[config.mk]
export PLATFORM = sky130hd
export DESIGN_NAME = lsu_flat
export DESIGN_NICKNAME = d
export VERILOG_FILES = /design/src/rtl/lsu_pkg.sv /design/src/rtl/lsu_if.sv /design/src/rtl/lsu_load_align.sv /design/src/rtl/lsu.sv /design/src/flat_wrapper.sv
export SDC_FILE = /design/constraint.sdc
export NUM_CORES = 1
export LEC_CHECK = 0
export CELL_PAD_IN_SITES_DETAIL_PLACEMENT = 0
export CELL_PAD_IN_SITES_GLOBAL_PLACEMENT = 2
export CORE_ASPECT_RATIO = 0.9
export CORE_MARGIN = 2
export CORE_UTILIZATION = 35
export DETAILED_ROUTE_END_ITERATION = 8
export DONT_BUFFER_PORTS = 1
export PLACE_DENSITY_LB_ADDON = 0.1
export SLEW_MARGIN = 25
export SYNTH_ARGS = -nofsm -noshare
export SYNTH_HDL_FRONTEND = slang
export SYNTH_SLANG_ARGS = --single-unit
[constraint.sdc]
create_clock -name clk -period 2.5 [get_ports clk]
set_input_delay 0.125 -clock clk [delete_from_list [all_inputs] [get_ports clk]]
set_output_delay 0.125 -clock clk [all_outputs]
set_load 0.01 [all_outputs]
[src/rtl/lsu_pkg.sv]
// Shared types and decode helpers for the RV32I load/store unit.
// Holds the funct3 encodings, the FSM state type and the access-size decoder.
package lsu_pkg;

  localparam logic [2:0] F3_B  = 3'b000;
  localparam logic [2:0] F3_H  = 3'b001;
  localparam logic [2:0] F3_W  = 3'b010;
  localparam logic [2:0] F3_BU = 3'b100;
  localparam logic [2:0] F3_HU = 3'b101;

  typedef enum logic [1:0] {
    IDLE,
    ISSUE,
    CAPTURE,
    RESP
  } lsu_state_t;

  typedef enum logic [1:0] {
    SZ_BYTE,
    SZ_HALF,
    SZ_WORD,
    SZ_NONE
  } lsu_size_t;

  function automatic lsu_size_t size_of(input logic [2:0] funct3);
    case (funct3)
      F3_B, F3_BU: return SZ_BYTE;
      F3_H, F3_HU: return SZ_HALF;
      F3_W:        return SZ_WORD;
      default:     return SZ_NONE;
    endcase
  endfunction

  // Stores have no unsigned variants, so funct3[2] is only legal on loads.
  function automatic logic is_legal(input logic we, input logic [2:0] funct3);
    return (size_of(funct3) != SZ_NONE) && !(we && funct3[2]);
  endfunction

endpackage

[src/rtl/lsu_if.sv]
// Request, response and data-RAM signals of the load/store unit.
// The LSU takes the slave view; the execute stage and RAM together take the master view.
interface lsu_if #(
  parameter int ADDR_WIDTH = 31,
  parameter int DATA_WIDTH = 31
);

  logic                  i_req_valid;
  logic                  o_req_ready;
  logic                  i_req_we;
  logic [2:0]            i_req_funct3;
  logic [ADDR_WIDTH:0]   i_req_addr;
  logic [DATA_WIDTH:0]   i_req_wdata;

  logic                  o_rsp_valid;
  logic                  i_rsp_ready;
  logic [DATA_WIDTH:0]   o_rsp_rdata;
  logic                  o_rsp_err;

  logic                  o_mem_read_req;
  logic [ADDR_WIDTH:0]   o_mem_addr;
  logic [DATA_WIDTH:0]   i_mem_read_data;
  logic                  o_mem_write_enable;
  logic [3:0]            o_mem_byte_enable;
  logic [DATA_WIDTH:0]   o_mem_write_data;

  modport slave (
    input  i_req_valid, i_req_we, i_req_funct3, i_req_addr, i_req_wdata,
    input  i_rsp_ready, i_mem_read_data,
    output o_req_ready, o_rsp_valid, o_rsp_rdata, o_rsp_err,
    output o_mem_read_req, o_mem_addr, o_mem_write_enable, o_mem_byte_enable,
    output o_mem_write_data
  );

  modport master (
    output i_req_valid, i_req_we, i_req_funct3, i_req_addr, i_req_wdata,
    output i_rsp_ready, i_mem_read_data,
    input  o_req_ready, o_rsp_valid, o_rsp_rdata, o_rsp_err,
    input  o_mem_read_req, o_mem_addr, o_mem_write_enable, o_mem_byte_enable,
    input  o_mem_write_data
  );

endinterface

[src/rtl/lsu_load_align.sv]
// Extracts the addressed byte/half/word from a RAM word and sign- or zero-extends it.
// Purely combinational so the cache path can share it.
module lsu_load_align
  import lsu_pkg::*;
#(
  parameter int DATA_WIDTH = 31
) (
  input  logic [DATA_WIDTH:0] word_data,
  input  logic [1:0]          byte_offset,
  input  logic [2:0]          funct3,
  output logic [DATA_WIDTH:0] load_data
);

  logic [DATA_WIDTH:0] shifted;

  always_comb begin
    shifted   = word_data >> {byte_offset, 3'b000};
    // NOTE: every output gets a value before the case so no path leaves it unassigned (no latch).
    load_data = shifted;
    case (funct3)
      F3_B:    load_data = {{(DATA_WIDTH - 7){shifted[7]}}, shifted[7:0]};
      F3_H:    load_data = {{(DATA_WIDTH - 15){shifted[15]}}, shifted[15:0]};
      F3_BU:   load_data = {{(DATA_WIDTH - 7){1'b0}}, shifted[7:0]};
      F3_HU:   load_data = {{(DATA_WIDTH - 15){1'b0}}, shifted[15:0]};
      default: ;
    endcase
  end

endmodule

[src/rtl/lsu.sv]
// Load/store unit: one byte-addressed access at a time, translated to word address,
// lane enables and replicated store data; loads wait out the RAM's registered read.
module lsu
  import lsu_pkg::*;
#(
  parameter int ADDR_WIDTH = 31,
  parameter int DATA_WIDTH = 31,
  parameter int MEM_WORDS  = 1024
) (
  input  logic clk,
  input  logic rst,
  input  logic i_clk_en,
  lsu_if.slave bus
);

  localparam logic [ADDR_WIDTH:0] WORD_LIMIT = (ADDR_WIDTH + 1)'(MEM_WORDS);

  lsu_state_t          state;
  logic                req_we;
  logic [2:0]          req_funct3;
  logic [1:0]          req_offset;

  logic                req_ready_q;
  logic                rsp_valid_q;
  logic [DATA_WIDTH:0] rsp_rdata_q;
  logic                rsp_err_q;
  logic                mem_read_req_q;
  logic [ADDR_WIDTH:0] mem_addr_q;
  logic                mem_we_q;
  logic [3:0]          mem_be_q;
  logic [DATA_WIDTH:0] mem_wdata_q;

  lsu_size_t           req_size;
  logic [ADDR_WIDTH:0] word_addr;
  logic                misaligned;
  logic                out_of_range;
  logic                acc_err;
  logic [3:0]          store_be;
  logic [DATA_WIDTH:0] store_wdata;
  logic [DATA_WIDTH:0] load_data;

  // Decode of the request as presented; only consumed on the accept edge.
  always_comb begin
    req_size     = size_of(bus.i_req_funct3);
    word_addr    = {2'b00, bus.i_req_addr[ADDR_WIDTH:2]};
    misaligned   = ((req_size == SZ_HALF) && bus.i_req_addr[0]) ||
                   ((req_size == SZ_WORD) && (bus.i_req_addr[1:0] != 2'b00));
    out_of_range = word_addr >= WORD_LIMIT;
    acc_err      = !is_legal(bus.i_req_we, bus.i_req_funct3) || misaligned || out_of_range;

    store_be    = 4'b0000;
    store_wdata = '0;
    case (req_size)
      SZ_BYTE: begin
        store_be    = 4'b0001 << bus.i_req_addr[1:0];
        store_wdata = {4{bus.i_req_wdata[7:0]}};
      end
      SZ_HALF: begin
        store_be    = bus.i_req_addr[1] ? 4'b1100 : 4'b0011;
        store_wdata = {2{bus.i_req_wdata[15:0]}};
      end
      SZ_WORD: begin
        store_be    = 4'b1111;
        store_wdata = bus.i_req_wdata;
      end
      default: ;
    endcase
  end

  lsu_load_align #(
    .DATA_WIDTH (DATA_WIDTH)
  ) u_load_align (
    .word_data   (bus.i_mem_read_data),
    .byte_offset (req_offset),
    .funct3      (req_funct3),
    .load_data   (load_data)
  );

  // ISSUE-cycle RAM outputs are loaded on the accept edge so they are visible
  // during ISSUE itself and cleared on the way out, giving single-cycle pulses.
  always_ff @(posedge clk or negedge rst) begin
    if (!rst) begin
      state          <= IDLE;
      req_we         <= 1'b0;
      req_funct3     <= F3_B;
      req_offset     <= 2'b00;
      req_ready_q    <= 1'b1;
      rsp_valid_q    <= 1'b0;
      rsp_rdata_q    <= '0;
      rsp_err_q      <= 1'b0;
      mem_read_req_q <= 1'b0;
      mem_addr_q     <= '0;
      mem_we_q       <= 1'b0;
      mem_be_q       <= 4'b0000;
      mem_wdata_q    <= '0;
    end else if (i_clk_en) begin
      // NOTE: state is updated with non-blocking assignments so every register samples pre-edge values.
      case (state)
        IDLE: begin
          if (bus.i_req_valid && req_ready_q) begin
            req_we      <= bus.i_req_we;
            req_funct3  <= bus.i_req_funct3;
            req_offset  <= bus.i_req_addr[1:0];
            req_ready_q <= 1'b0;
            rsp_rdata_q <= '0;
            if (acc_err) begin
              rsp_valid_q <= 1'b1;
              rsp_err_q   <= 1'b1;
              state       <= RESP;
            end else begin
              rsp_err_q      <= 1'b0;
              mem_addr_q     <= word_addr;
              mem_we_q       <= bus.i_req_we;
              mem_read_req_q <= !bus.i_req_we;
              mem_be_q       <= bus.i_req_we ? store_be : 4'b0000;
              mem_wdata_q    <= bus.i_req_we ? store_wdata : '0;
              state          <= ISSUE;
            end
          end
        end

        ISSUE: begin
          mem_we_q       <= 1'b0;
          mem_read_req_q <= 1'b0;
          mem_be_q       <= 4'b0000;
          mem_wdata_q    <= '0;
          if (req_we) begin
            rsp_valid_q <= 1'b1;
            state       <= RESP;
          end else begin
            state <= CAPTURE;
          end
        end

        CAPTURE: begin
          rsp_rdata_q <= load_data;
          rsp_valid_q <= 1'b1;
          state       <= RESP;
        end

        RESP: begin
          if (bus.i_rsp_ready) begin
            rsp_valid_q <= 1'b0;
            rsp_rdata_q <= '0;
            rsp_err_q   <= 1'b0;
            req_ready_q <= 1'b1;
            state       <= IDLE;
          end
        end
      endcase
    end
  end

  assign bus.o_req_ready        = req_ready_q;
  assign bus.o_rsp_valid        = rsp_valid_q;
  assign bus.o_rsp_rdata        = rsp_rdata_q;
  assign bus.o_rsp_err          = rsp_err_q;
  assign bus.o_mem_read_req     = mem_read_req_q;
  assign bus.o_mem_addr         = mem_addr_q;
  assign bus.o_mem_write_enable = mem_we_q;
  assign bus.o_mem_byte_enable  = mem_be_q;
  assign bus.o_mem_write_data   = mem_wdata_q;

endmodule
[src/flat_wrapper.sv]
// flat-port wrapper written by rule: the top's interface ports become plain ports
module lsu_flat import lsu_pkg::*;
#(
  parameter int ADDR_WIDTH = 31,
  parameter int DATA_WIDTH = 31,
  parameter int MEM_WORDS  = 1024
)
  (clk, rst, i_clk_en, bus_i_req_valid, bus_i_req_we, bus_i_req_funct3, bus_i_req_addr, bus_i_req_wdata, bus_i_rsp_ready, bus_i_mem_read_data, bus_o_req_ready, bus_o_rsp_valid, bus_o_rsp_rdata, bus_o_rsp_err, bus_o_mem_read_req, bus_o_mem_addr, bus_o_mem_write_enable, bus_o_mem_byte_enable, bus_o_mem_write_data);
  lsu_if #(.ADDR_WIDTH(ADDR_WIDTH), .DATA_WIDTH(DATA_WIDTH)) bus_i ();
  input  logic clk;
  input  logic rst;
  input  logic i_clk_en;
  input wire logic [$bits(bus_i.i_req_valid)-1:0] bus_i_req_valid;
  input wire logic [$bits(bus_i.i_req_we)-1:0] bus_i_req_we;
  input wire logic [$bits(bus_i.i_req_funct3)-1:0] bus_i_req_funct3;
  input wire logic [$bits(bus_i.i_req_addr)-1:0] bus_i_req_addr;
  input wire logic [$bits(bus_i.i_req_wdata)-1:0] bus_i_req_wdata;
  input wire logic [$bits(bus_i.i_rsp_ready)-1:0] bus_i_rsp_ready;
  input wire logic [$bits(bus_i.i_mem_read_data)-1:0] bus_i_mem_read_data;
  output wire logic [$bits(bus_i.o_req_ready)-1:0] bus_o_req_ready;
  output wire logic [$bits(bus_i.o_rsp_valid)-1:0] bus_o_rsp_valid;
  output wire logic [$bits(bus_i.o_rsp_rdata)-1:0] bus_o_rsp_rdata;
  output wire logic [$bits(bus_i.o_rsp_err)-1:0] bus_o_rsp_err;
  output wire logic [$bits(bus_i.o_mem_read_req)-1:0] bus_o_mem_read_req;
  output wire logic [$bits(bus_i.o_mem_addr)-1:0] bus_o_mem_addr;
  output wire logic [$bits(bus_i.o_mem_write_enable)-1:0] bus_o_mem_write_enable;
  output wire logic [$bits(bus_i.o_mem_byte_enable)-1:0] bus_o_mem_byte_enable;
  output wire logic [$bits(bus_i.o_mem_write_data)-1:0] bus_o_mem_write_data;
  assign bus_i.i_req_valid = bus_i_req_valid;
  assign bus_i.i_req_we = bus_i_req_we;
  assign bus_i.i_req_funct3 = bus_i_req_funct3;
  assign bus_i.i_req_addr = bus_i_req_addr;
  assign bus_i.i_req_wdata = bus_i_req_wdata;
  assign bus_i.i_rsp_ready = bus_i_rsp_ready;
  assign bus_i.i_mem_read_data = bus_i_mem_read_data;
  assign bus_o_req_ready = bus_i.o_req_ready;
  assign bus_o_rsp_valid = bus_i.o_rsp_valid;
  assign bus_o_rsp_rdata = bus_i.o_rsp_rdata;
  assign bus_o_rsp_err = bus_i.o_rsp_err;
  assign bus_o_mem_read_req = bus_i.o_mem_read_req;
  assign bus_o_mem_addr = bus_i.o_mem_addr;
  assign bus_o_mem_write_enable = bus_i.o_mem_write_enable;
  assign bus_o_mem_byte_enable = bus_i.o_mem_byte_enable;
  assign bus_o_mem_write_data = bus_i.o_mem_write_data;
  lsu #(.ADDR_WIDTH(ADDR_WIDTH), .DATA_WIDTH(DATA_WIDTH), .MEM_WORDS(MEM_WORDS)) u_core (.clk(clk), .rst(rst), .i_clk_en(i_clk_en), .bus(bus_i));
endmodule
# Word-level counts from Yosys, hierarchy flattened
# Index checks and enable logic that the tools add are counted.
[classes]
bitwise = 1
n_eq_ne = 18
n_lt_le_gt_ge = 1
reduce_logical = 28
shifts = 2
n_mux = 38
[ops]
columns = ["cell", "n"]
rows = [
  ["32-bit one-hot mux with 3 select lines", 2],
  ["32-bit two-way mux", 5],
  ["32-bit one-hot mux with 4 select lines", 1],
  ["32-bit one-hot mux with 2 select lines", 1],
  ["32-bit by 5-bit right shift with 32-bit output", 1],
  ["30-bit by 11-bit greater-or-equal comparator with 1-bit output (second input constant)", 1],
  ["4-bit two-way mux", 4],
  ["4-bit AND reduction", 4],
  ["1-bit two-way mux", 13],
  ["3-bit equality test (second input constant)", 4],
  ["4-bit one-hot mux with 3 select lines", 1],
  ["1-bit one-hot mux with 2 select lines", 4],
  ["2-bit one-hot mux with 4 select lines", 1],
  ["4-bit one-hot mux with 2 select lines", 1],
  ["2-bit equality test (second input constant)", 3],
  ["3-bit by 1-bit equality test with 1-bit output (second input constant)", 2],
  ["3-bit zero test", 2],
  ["2-bit two-way mux", 3],
  ["2-bit by 1-bit != test with 1-bit output (second input constant)", 3],
  ["2-bit != test (second input constant)", 3],
  ["2-bit one-hot mux with 3 select lines", 1],
  ["3-bit AND reduction", 2],
  ["2-bit nonzero test", 3],
  ["1-bit logical AND", 5],
  ["11 further kinds", 18],
]
[word_totals]
inputBits = 105
output_inout_bits = 105
ff_bits = 111
elab_cells = 101

# Logic depth before layout (Yosys ltp)
# Gate-level depths: netlist (run 1).
[depth]
ltp_word = 11
depth_mapped = 10
depth_no_buf = 7

# Cells and area by module
# A second synthesis (run 1) with hierarchy kept.
[hier_totals]
hier_cells = 575
area_unflattened_um2 = 5502.8
[by_module_without_submodules]
columns = ["mod", "seq_area_each_um2", "n_inst", "area_per_inst_um2", "cells_each"]
rows = [
  ["lsu", 2778.9, 1, 4808.4, 468],
  ["lsu_load_align", 0.0, 1, 694.4, 107],
]

# Worst setup path after synthesis (run 1)
# No wires, ideal clock.
[synth_timing]
path_type = "register to register"
start = "reg u_core.state[0]"
end = "reg u_core.mem_addr_q[1] (netlist: u_core.bus.o_mem_addr[1])"
synth_period_minus_slack_ns = 2.195
path_slack_ns = 0.305
setup_ns = 0.125
n_path_buf = 1
arrival_time_ns = 2.070
path_stages_with_launch = 9
t_required_ns = 2.375
cell_sequence = "dfrtp_1 > inv_1 > ha_1 > a21boi_4 > nor2_4 > nand2_1 > nor3_2 > buf_2 > mux2_2"
[synth_between]
elab_chain_len = 2
[synth_lines]
columns = ["element", "line_no", "rtl"]
rows = [
  ["start: declaration", "lsu.sv:18", "lsu_state_t state;"],
  ["start signal: assignment", "lsu.sv:83", "state <= IDLE;"],
  ["start signal: assignment", "lsu.sv:109", "state <= RESP;"],
  ["start signal: assignment", "lsu.sv:117", "state <= ISSUE;"],
  ["2-bit zero test", "lsu.sv:98", "case (state)"],
  ["4-bit AND reduction (no source line)", "--", ""],
  ["end signal: assignment", "lsu.sv:112", "mem_addr_q <= word_addr;"],
  ["end: declaration", "lsu.sv:28", "logic [ADDR_WIDTH:0] mem_addr_q;"],
]
# No other way between the ends.
# A chain may end at the register's enable or synchronous reset.

# Final worst setup path (run 1)
[layout_timing]
start = "reg u_core.state[0]"
end = "reg u_core.rsp_rdata_q[30] (netlist: u_core.bus.o_rsp_rdata[30])"
[layout_between]
elab_chain_len = 3
word_cells_on_any_way = 8
cone_classes = "4 x eq/ne; 1 x mux; 3 x reduce/logical"
[layout_lines]
columns = ["element", "line_no", "rtl"]
rows = [
  ["2-bit equality test or 2-bit zero test (tied branches)", "lsu.sv:98", ""],
  ["2-bit != test (no source line), or another cell as far along", "--", ""],
  ["4-bit AND reduction (no source line)", "--", ""],
  ["end signal: assignment", "lsu.sv:136", "rsp_rdata_q <= load_data;"],
  ["end: declaration", "lsu.sv:25", "logic [DATA_WIDTH:0] rsp_rdata_q;"],
]
# Several ways; a longest one is shown, not always the timed one.

==> flow_summary.toml, run 1 <==
[floorplanning]
coreArea_um2 = 14600
io_pins = 210
num_rows = 42
die_w_um = 132
dieArea_um2 = 15700
die_h_um = 119
start_util_pct = 35.4

[clocking]
cts_hold_buffers = 53
cts.sinks = 111
root_buffer = "clkbuf_16"
clock_latency_ns = 0.36
cts.path.max_buffers = 2
clk_pin_slew_worst_paths_ns = 0.08
postCtsSetupRepairBufs = 0
numCtsBuffers = 9
cts_tree = "done"
htreeDepth = 3
cts-resized-gates = 0

[yosys]
synth_top_family_by_area = "compound AO/OA/AOI/OAI gates"
synth_enable_flop_cells = 0
synth_common_cells = "110 x dfrtp_1, 45 x nand2_1, 37 x mux2i_1"
synth-xor-area-share_pct = 0
syn_area_um2 = 5150
ys_seq_area_share_pct = 54.0
yosysTopAreaCell = "dfrtp_1"
ys_ff_latch = 111
synth.yosys.warnings = 0
synth-compound-area-share_pct = 17.7
synth_top_area_share_pct = 53.5
synth_mux_area_share_pct = 12.2
synth_cell_types = 46
synthAdderAreaFrac_pct = 0.972
synth_top_cells_by_area = "dfrtp_1 53%, mux2i_1 7.2%, mux2_2 5.0%"
yosysMostFrequentCell = "dfrtp_1"
yosys_most_used_dff = "dfrtp_1"
synth-async-reset-ratio_pct = 100
avgSynthCellArea_um2 = 11.5
yosys.area_share.simple_pct = 11.5
netlist_instances = 448

[routing]
drc = 0
antenna_left = 0
drt_wl_total_um = 15000
vias_per_cell = 5.38
wire_per_inst_um = 21.4
firstDrtPassIters = 4
vias = 3768
drtIter0Drc = 233

[placed_design]
port_buffers = 0
post-dp-hpwl_um = 10000
place.gp.congestion = 0.813
place_area_um2 = 5390

[outcome]
status = "finished with violations"
violations = "negative hold slack"

[timing]
post-route-period-util_pct = 89.8
fmax_ghz = 0.446
rsz0062_at_grt = "no"
setup_violations = 0
timing_hold_violations_final = 111
tightest_slew_ns = 0.580
holdWs_ns = -0.537
fin_crit_ns = 2.24
finalSetupTns_ns = 0
report.final.slew_viol_count = 0
slew-limit-headroom_pct = 61.2
skew_ns = 0.00843

[global_routing]
grt_pass1_wl_um = 23600
grt_max_degree = 112
grt_usage_pct = 19.4
first_global_vias = 3962
antenna_found_initial = 0
grt-ovfl-total = 0

[pwr]
p_per_area_nw_per_um2 = 918
ir_worst_vdd_mv = 0.426
leakage_uw = 0.00291

[critical_path]
crit_fanout = 34
crit_type = "flop to flop"
required_ns = 2.74
worstPathArrival_ns = 2.48
r2r_slack_ns = 0.26
start_kind = "flop"
end_kind = "flop"

[finish]
nets = 606
post-route-cell-area_um2 = 6250
area_delta_synth_final_pct = 21.5
antenna_cells = 0
layout-drive-gt1-share_pct = 13.1

[hold_path]
hold_path_class = "primary input to async pin"

[job]
drv_cap = 0
## registers in the layout (all words and copies together), names as in the netlist, 2 cells and up
signal                        cells
u_core.req_funct3                 3
u_core.bus.o_rsp_rdata           32
u_core.req_offset                 2
u_core.bus.o_mem_write_data      32
u_core.state                      2
u_core.bus.o_mem_addr            30
u_core.bus.o_mem_byte_enable      4
## metrics by stage
step	setup slack [ns]	hold WS, ns	util, %	total power, uW	std cells
2_1_floorplan	0.305	-0.171	-	3660	449
3_3_place_gp	0.361	-0.168	37.0	4050	631
3_5_place_dp	0.288	-0.167	37.0	4070	631
4_1_cts	0.261	-0.558	43.0	5810	700
5_1_grt	0.135	-0.564	43.0	6110	700
6_report	0.256	-0.537	43.0	5740	700
## report_power, final
group / total [uW] / leakage, uW / switching, uW / internal [uW]
registers: 2520 / 0.00151 / 416 / 2110
logic: 1580 / 0.00124 / 854 / 722
clock network: 1640 / 0.000162 / 720 / 922
## layer usage
layer | up-vias | track usage [%] | routed length, um
met2 | 142 | 29.5 | 6850
met4 | 0 | 6.79 | 223
met1 | 1872 | 26.3 | 6780
li1 | 1739 | - | -
met3 | 15 | 6.13 | 1150
met5 | - | 0 | 0
## final cells by class
type | instances | area [um^2]
Fill cell | 1428 | 8300
Sequential cell | 111 | 2780
Multi-Input combinational cell | 299 | 2200
Timing Repair Buffer | 70 | 671
Tap cell | 198 | 248
Clock buffer | 10 | 239
Clock inverter | 6 | 96.3
Inverter | 6 | 22.5
## worst paths after layout
| check | start | end | cells past startpoint |
|---|---|---|---|
| worst max-delay path | u_core.state[0] | u_core.bus.o_rsp_rdata[30] | 7 |
| min in group clk | bus_i_req_addr[1] | u_core.bus.o_mem_byte_enable[0] | 3 |
| worst max register to register | u_core.state[0] | u_core.bus.o_rsp_rdata[30] | 7 |
| worst min register to register | u_core.bus.o_mem_write_enable | u_core.bus.o_mem_write_enable | 1 |
| max in group asynchronous | rst | u_core.bus.o_req_ready | 0 |
| worst min-delay path | rst | u_core.bus.o_rsp_rdata[2] | 0 |
## cells by family after synthesis
group / count (synthesis)
DFF: 111
adders and majority gates: 4
and+or+nand+nor: 110
AOI/OAI and AO/OA: 123
muxes: 60
buffers and inverters: 39
other: 1
## critical path, stage by stage (launching register included)
cell	delay, ns
dfrtp_1	0.41
inv_1	0.10
ha_1	0.23
a21boi_4	0.17
or3_1	0.37
or2_1	0.21
buf_4	0.24
a221o_1	0.39
## placed cells by master (no fill, tap or decap), types with 4 or more instances in the layout
| master | n |
|---|---|
| mux2_2 | 23 |
| ha_1 | 4 |
| dfrtp_1 | 110 |
| a22o_1 | 16 |
| nand2_1 | 45 |
| a21oi_1 | 10 |
| nor3_1 | 4 |
| o211ai_1 | 7 |
| buf_4 | 16 |
| nor2_1 | 15 |
| mux2i_1 | 37 |
| nor4_1 | 5 |
| a211o_1 | 9 |
| inv_1 | 6 |
| a22oi_1 | 9 |
| a221o_1 | 8 |
| o21ai_0 | 33 |
| clkbuf_16 | 9 |
| dlygate4sd3_1 | 53 |
| o2bb2ai_1 | 22 |
| nor2b_1 | 24 |
(Power assumes the default switching activity.)
==> inputs of run 2 (changes only) <==
--- a/config.mk
+++ b/config.mk
@@ -12,6 +12,7 @@
 export CORE_UTILIZATION = 35
 export DETAILED_ROUTE_END_ITERATION = 8
 export DONT_BUFFER_PORTS = 1
+export MAX_ROUTING_LAYER = met4
 export PLACE_DENSITY_LB_ADDON = 0.1
 export SLEW_MARGIN = 25
 export SYNTH_ARGS = -nofsm -noshare
==> run 2 against run 1 <==
  * The flow still finishes with violations (negative hold slack)
  * First-iteration DRC count increased by 2.1%
  * Core utilization unchanged
  * Cell count unchanged
  * Sequential power about the same
  * Clock skew increased by 0.0013 ns
  * Via count increased by 0.16%
  * Global-route usage increased by 0.57 points
  * Clock power about the same
  * Register-to-register slack about the same
  * Design area unchanged
  * Die area unchanged
  * Non-clock buffer count unchanged
  * Critical path type unchanged
  * Largest cell class unchanged
==> flow_summary.toml, run 2 (same netlist as run 1, synthesis figures left out) <==
[clocking]
cts.path.max_buffers = 2
cts_hold_buffers = 53
root_buffer = "clkbuf_16"
htreeDepth = 3
cts.sinks = 111
numCtsBuffers = 9
cts-resized-gates = 0
postCtsSetupRepairBufs = 0
clock_latency_ns = 0.36
cts_tree = "done"
clk_pin_slew_worst_paths_ns = 0.08

[routing]
antenna_left = 0
drc = 0
vias = 3774
drtIter0Drc = 238
drt_wl_total_um = 15100
vias_per_cell = 5.39
firstDrtPassIters = 4
wire_per_inst_um = 21.5

[pwr]
p_per_area_nw_per_um2 = 919
ir_worst_vdd_mv = 0.426
leakage_uw = 0.00291
total_power_uw = 5750

[finish]
layout_common_cells = "110 x dfrtp_1, 53 x dlygate4sd3_1, 45 x nand2_1"
layout-drive-gt1-share_pct = 13.1
nets = 606
n_fill_cell = 1428
antenna_cells = 0
area_delta_synth_final_pct = 21.5
final_common_cell = "dfrtp_1"

[timing]
holdWs_ns = -0.541
tightest_slew_ns = 0.572
fin_crit_ns = 2.25
setup_violations = 0
skew_ns = 0.00972
report.final.slew_viol_count = 0
timing_hold_violations_final = 111
fmax_ghz = 0.445
post-route-period-util_pct = 89.8
slew-limit-headroom_pct = 61.7
rsz0062_at_grt = "no"
finalSetupTns_ns = 0

[global_routing]
antenna_found_initial = 0
grt_max_degree = 112
grt_usage_pct = 20.0
first_global_vias = 3979
grt_pass1_wl_um = 23500
grt-ovfl-total = 0

[critical_path]
r2r_slack_ns = 0.25
worstPathArrival_ns = 2.48
crit_type = "flop to flop"
end_kind = "flop"
crit_fanout = 34
start_kind = "flop"
rr_worst_depth = 7
required_ns = 2.74

[floorplanning]
io_pins = 210
coreArea_um2 = 14600
die_h_um = 119
start_util_pct = 35.4
num_rows = 42
dieArea_um2 = 15700
die_w_um = 132

[placed_design]
place.gp.congestion = 0.825
port_buffers = 0
post-dp-hpwl_um = 10000

[hold_path]
hold_path_class = "primary input to async pin"

[outcome]
violations = "negative hold slack"
status = "finished with violations"

[job]
drv_cap = 0
==> run 2: report_power, final <==
group / internal [uW] / switching [uW]
Clock: 922 / 727
Combinational: 722 / 853
Sequential: 2110 / 416
Total: 3750 / 2000
==> run 2: worst paths after layout <==
path                                          startpoint                              end
setup / recovery                         u_core.state[0]       u_core.bus.o_rsp_rdata[30]
hold / removal                                       rst           u_core.bus.o_rsp_valid
setup reg to reg                         u_core.state[0]       u_core.bus.o_rsp_rdata[30]
hold reg to reg            u_core.bus.o_mem_write_enable    u_core.bus.o_mem_write_enable
max in group asynchronous                            rst           u_core.bus.o_req_ready
min in group clk                     bus_i_req_wdata[31]  u_core.bus.o_mem_write_data[31]
==> run 2: cell type report <==
| class | count | area, um^2 | share of cell area [%] |
|---|---|---|---|
| timing repair buffer | 70 | 671 | 10.7 |
| clock buffer | 10 | 239 | 3.82 |
| inverter | 6 | 22.5 | 0.360 |
| tap | 198 | 248 | 3.96 |
| multi-input combinational | 299 | 2200 | 35.1 |
| sequential | 111 | 2780 | 44.4 |
| clock inverter | 6 | 96.3 | 1.54 |
==> run 2: worst max-delay path: stages, from the launching register on <==
cell and delay [ns]:
dfrtp_1 0.41, inv_1 0.10, ha_1 0.23, a21boi_4 0.17, or3_1 0.37, or2_1 0.21
buf_4 0.24, a221o_1 0.39
==> run 2: per-stage QoR <==
| stage | instances | worst slack, ns | area, um^2 | hold WS, ns | util [%] |
|---|---|---|---|---|---|
| floorplan | 449 | 0.305 | 5150 | -0.171 | - |
| global placement | 631 | 0.361 | 5390 | -0.168 | 37.0 |
| detailed placement | 631 | 0.288 | 5390 | -0.167 | 37.0 |
| CTS | 700 | 0.261 | 6250 | -0.558 | 43.0 |
| global route | 700 | 0.135 | 6250 | -0.566 | 43.0 |
| finish | 700 | 0.255 | 6250 | -0.541 | 43.0 |
==> run 2: metal layers <==
metal / vias to the layer above / GRT usage (%) / share of wire (%)
met5: - / - / 0
met4: 0 / 6.79 / 1.5
met3: 15 / 5.70 / 7.8
met2: 150 / 29.5 / 45
met1: 1877 / 26.6 / 45
li1: 1732 / - / -
